==> src/rtl/regfile8.sv <==
// rtl/regfile8.sv - 8-entry x WIDTH register bank, one write port, two registered read ports
// Optional macro REGFILE_BYPASS_EN: a same-edge colliding read returns the incoming write data.
module regfile8 #(
    parameter int WIDTH    = 32,
    parameter bit ZERO_REG = 1'b0
) (
    input  logic             clk,
    input  logic             rst,
    input  logic             we,
    input  logic [2:0]       waddr,
    input  logic [WIDTH-1:0] wdata,
    input  logic             re0,
    input  logic [2:0]       raddr0,
    output logic [WIDTH-1:0] rdata0,
    input  logic             re1,
    input  logic [2:0]       raddr1,
    output logic [WIDTH-1:0] rdata1
);

    logic [WIDTH-1:0] mem_q [8];
    logic [WIDTH-1:0] mem_d [8];
    logic [WIDTH-1:0] rdata0_q, rdata0_d;
    logic [WIDTH-1:0] rdata1_q, rdata1_d;
    logic             wr_en;
    logic             zero0, zero1;
    logic             bypass0, bypass1;

    // Writes to entry 0 are dropped when it is hardwired to zero.
    assign wr_en = we && !(ZERO_REG && (waddr == 3'd0));
    assign zero0 = ZERO_REG && (raddr0 == 3'd0);
    assign zero1 = ZERO_REG && (raddr1 == 3'd0);

`ifdef REGFILE_BYPASS_EN
    assign bypass0 = wr_en && (waddr == raddr0);
    assign bypass1 = wr_en && (waddr == raddr1);
`else
    assign bypass0 = 1'b0;
    assign bypass1 = 1'b0;
`endif

    always_comb begin
        mem_d    = mem_q;
        rdata0_d = rdata0_q;
        rdata1_d = rdata1_q;
        if (wr_en) begin
            mem_d[waddr] = wdata;
        end
        if (re0) begin
            if (zero0)        rdata0_d = '0;
            else if (bypass0) rdata0_d = wdata;
            else              rdata0_d = mem_q[raddr0];
        end
        if (re1) begin
            if (zero1)        rdata1_d = '0;
            else if (bypass1) rdata1_d = wdata;
            else              rdata1_d = mem_q[raddr1];
        end
    end

    always_ff @(posedge clk) begin
        if (rst) begin
            for (int i = 0; i < 8; i++) begin
                mem_q[i] <= '0;
            end
            rdata0_q <= '0;
            rdata1_q <= '0;
        end else begin
            mem_q    <= mem_d;
            rdata0_q <= rdata0_d;
            rdata1_q <= rdata1_d;
        end
    end

    assign rdata0 = rdata0_q;
    assign rdata1 = rdata1_q;

endmodule
==> config.mk <==
export PLATFORM = sky130hd
export DESIGN_NAME = regfile8
export DESIGN_NICKNAME = d
export VERILOG_FILES = /design/src/rtl/regfile8.sv
export SDC_FILE = /design/constraint.sdc
export NUM_CORES = 1
export LEC_CHECK = 0
export BUFFER_PORTS_ARGS = -buffer_cell sky130_fd_sc_hd__clkbuf_2
export CORE_AREA = 2 2 171 173
export CTS_BUF_LIST = sky130_fd_sc_hd__clkbuf_4
export DETAILED_ROUTE_END_ITERATION = 8
export DIE_AREA = 0 0 173 175
export PLACE_DENSITY = 0.73
export SKIP_CTS_REPAIR_TIMING = 1
export SLEW_MARGIN = 5
export SYNTH_ARGS = -nofsm -noshare
export SYNTH_HDL_FRONTEND = slang
export SYNTH_SLANG_ARGS = --single-unit
==> constraint.sdc <==
create_clock -name clk -period 3.95 [get_ports clk]
set_input_delay 0.5925 -clock clk [delete_from_list [all_inputs] [get_ports clk]]
set_output_delay 0.5925 -clock clk [all_outputs]
set_load 0.05 [all_outputs]
==> results.md <==
- # IOs: 110
- Clock buffer depth: 3
- Layout area overhead: 10.63%
- First-pass GRT wire length: 73070 µm
- Root buffer cell: clkbuf_4
- CP max stage delay: 0.42 ns
- Slowest-stage cell, CP: dfxtp_1
- Number of antenna violations at the first check in global routing: 3
- Drt pass-1 iters: 5
- Initial Util: 54.39%
- Setup TNS: 0 ns
- Flop pwr share: 45.5%
- Mapped Avg Cell Area: 8.490 µm²
- Fin crit period: 2.052 ns
- CTS sink cnt: 320
- Mapped Area: 15440 µm²
- Synth warn: 0
- Slew HR: 29.20%
- Crit start category: flop
- Sequential fraction of the synthesis area: 41.48%
- DR iter-0 viols: 1139
- DP HPWL: 25300 µm
- Die W: 173 µm
- Placer Congestion: 0.7992
- Sw frac: 28.78%
- Fin nets: 1911
- Worst VDD drop: 0.3093 mV
- Share of post-route cells with drive strength above 1: 24.38%
- Die H: 175 µm
- Final wirelength: 46910 µm
- Endpoint type of the worst setup path: output pin
- Top delay family on crit path: flip-flops
- Crit-path max FO: 2
- Via Count: 13877
- Crit path buf inv count: 1
- Yosys reg bits: 320
- Total grt overflow: 0
- Psw: 2.153 mW
- Outcome: finished clean
- Final-layout fill cell count: 2569
- Core area: 28390 µm²
- Place WS: 1.455 ns
- Per-cell routed wire length: 20.24 µm
- CTS tree: built
- Num CTS Buffers: 86
- Net Count, Synth: 1865
- Area occupied by multi-input gates: 8129 µm²
- Setup-failing EPs final: 0
- RSZ-0062 raised after global routing: false
- Post-Syn Instances: 1819
- Max-cap violations: 0
- Part of the cycle the worst path needs: 51.94%
- Crit-path cells: clkbuf_2
- Critical Path RT: 3.36 ns
- Worst hold path class: input port to flop
- Max Fclk: 487.4 MHz
- Crit path kind: flop to output pin
- CTS HTree Levels: 3
- Comb pwr share: 12.8%
- Port buffer count: 109
- GRT Total Usage: 30.20%
- Clk_lat worst skew: 0.72 ns
- P per Cell Area: 437.9 nW/µm²
- Number of global-route vias before repair: 13566
- Register area: 6406 µm²
- Clock power frac: 41.7%
- Worst EP arrival: 1.46 ns
- Final hold viol count: 0
- Routed Antenna Nets: 0
- Slew Limit Fails: 0
- Synth unique cells: 25
- Placed cell count: 2161
- DRC viols: 0
- Via density: 5.987
- Internal power: 5.329 mW
- Largest net degree at the start of global routing: 110
- Site Rows: 62
- Worst Tran Pin Value: 1.058 ns
- Clk_skew: 0.04022 ns
- Final WS setup: 1.898 ns
- Post-Layout Cell Count: 2318
- Leakage: 6.476 nW
- Die area: 30280 µm²
- Clk pin slew, worst setup/hold paths: 0.08 ns
[power groups by stage]
| stage | clock network (mW) | registers [mW] | logic (mW) |
|---|---|---|---|
| after floorplan | 0 | 3.62 | 0.561 |
| after CTS | 3.16 | 3.40 | 0.947 |
| final | 3.12 | 3.40 | 0.961 |
| after global routing | 3.33 | 3.41 | 1.01 |
| after global placement | 0 | 3.47 | 0.929 |
| after detailed placement | 0 | 3.47 | 0.943 |
[state kept, by name, indices dropped and copies added (netlist names)]
| name | cells |
|---|---|
| rdata1 | 32 |
| rdata0 | 32 |
| mem_q | 256 |
[metal layers]
layer | vias up | wire length [µm] | global-route usage, %
li1 | 6461 | - | -
met1 | 6612 | 19240 | 37.56
met2 | 672 | 22390 | 51.03
met3 | 130 | 3698 | 4.961
met4 | 2 | 1567 | 14.65
met5 | - | 13 | 0
[layout by cell type, fill, tap and decap left out, drive strengths merged, types with 5 or more instances in the layout]
| cell | n |
|---|---|
| dfxtp | 320 |
| buf | 40 |
| mux2 | 128 |
| o221ai | 16 |
| nor2 | 73 |
| nor2b | 5 |
| o22ai | 48 |
| a22oi | 16 |
| nand2 | 519 |
| mux2i | 128 |
| a221o | 48 |
| a211oi | 64 |
| nand2b | 5 |
| clkinv | 24 |
| clkbuf | 227 |
| a21oi | 256 |
[cells in the mapped netlist (all sizes together)]
cell type | number | area share (%)
nand3 | 4 | 0.13
nand4 | 1 | 0.041
a211oi | 64 | 4.7
nor2b | 5 | 0.20
o22ai | 48 | 1.9
a221o | 48 | 3.1
dfxtp | 320 | 41
clkbuf | 117 | 2.9
nor3 | 2 | 0.065
buf | 69 | 3.3
a21oi | 256 | 8.3
a22oi | 16 | 0.78
mux2i | 128 | 8.3
o221ai | 16 | 0.91
nor2 | 73 | 1.8
nand2b | 5 | 0.20
nand2 | 519 | 13
mux2 | 128 | 9.3
[through the flow]
| step | total power, mW | hold WS [ns] | utilization [%] | cell area, µm² |
|---|---|---|---|---|
| 6_report | 7.482 | 0.2000 | 60.18 | 17090 |
| 5_1_grt | 7.755 | 0.1750 | 60.18 | 17090 |
| 4_1_cts | 7.505 | 0.1632 | 60.16 | 17080 |
| 3_5_place_dp | 4.415 | 0.4556 | 56.08 | 15920 |
| 3_3_place_gp | 4.398 | 0.4496 | 56.08 | 15920 |
| 2_1_floorplan | 4.180 | 0.4424 | - | 15440 |
[worst paths after layout]
path | start | to | slack, ns | cells past startpoint
worst max register to register | mem_q[138] | rdata1[10] | 2.64 | 4
worst min register to register | mem_q[6] | mem_q[6] | 0.47 | 2
worst max-delay path | rdata0[21] | rdata0[21] | 1.90 | 1
worst min-delay path | wdata[21] | mem_q[149] | 0.20 | 3
[logic make-up (layout without fill, tap and decap cells)]
logic type             after synthesis  count (layout)  synth area share, %
buffers and inverters              186             299                6.157
DFF                                320             320                41.48
other                                0               2                    0
AOI/OAI and AO/OA                  448             448                19.70
muxes                              256             256                17.63
and+or+nand+nor                    609             609                15.03
[final cells by class]
class	count	area share [%]
Multi-Input combinational cell	1313	47.58
Sequential cell	320	37.50
Clock buffer	123	5.405
Timing Repair Buffer	144	5.302
Tap cell	384	2.812
Clock inverter	32	1.377
Antenna cell	2	0.02929
(Power assumes the default switching activity.)
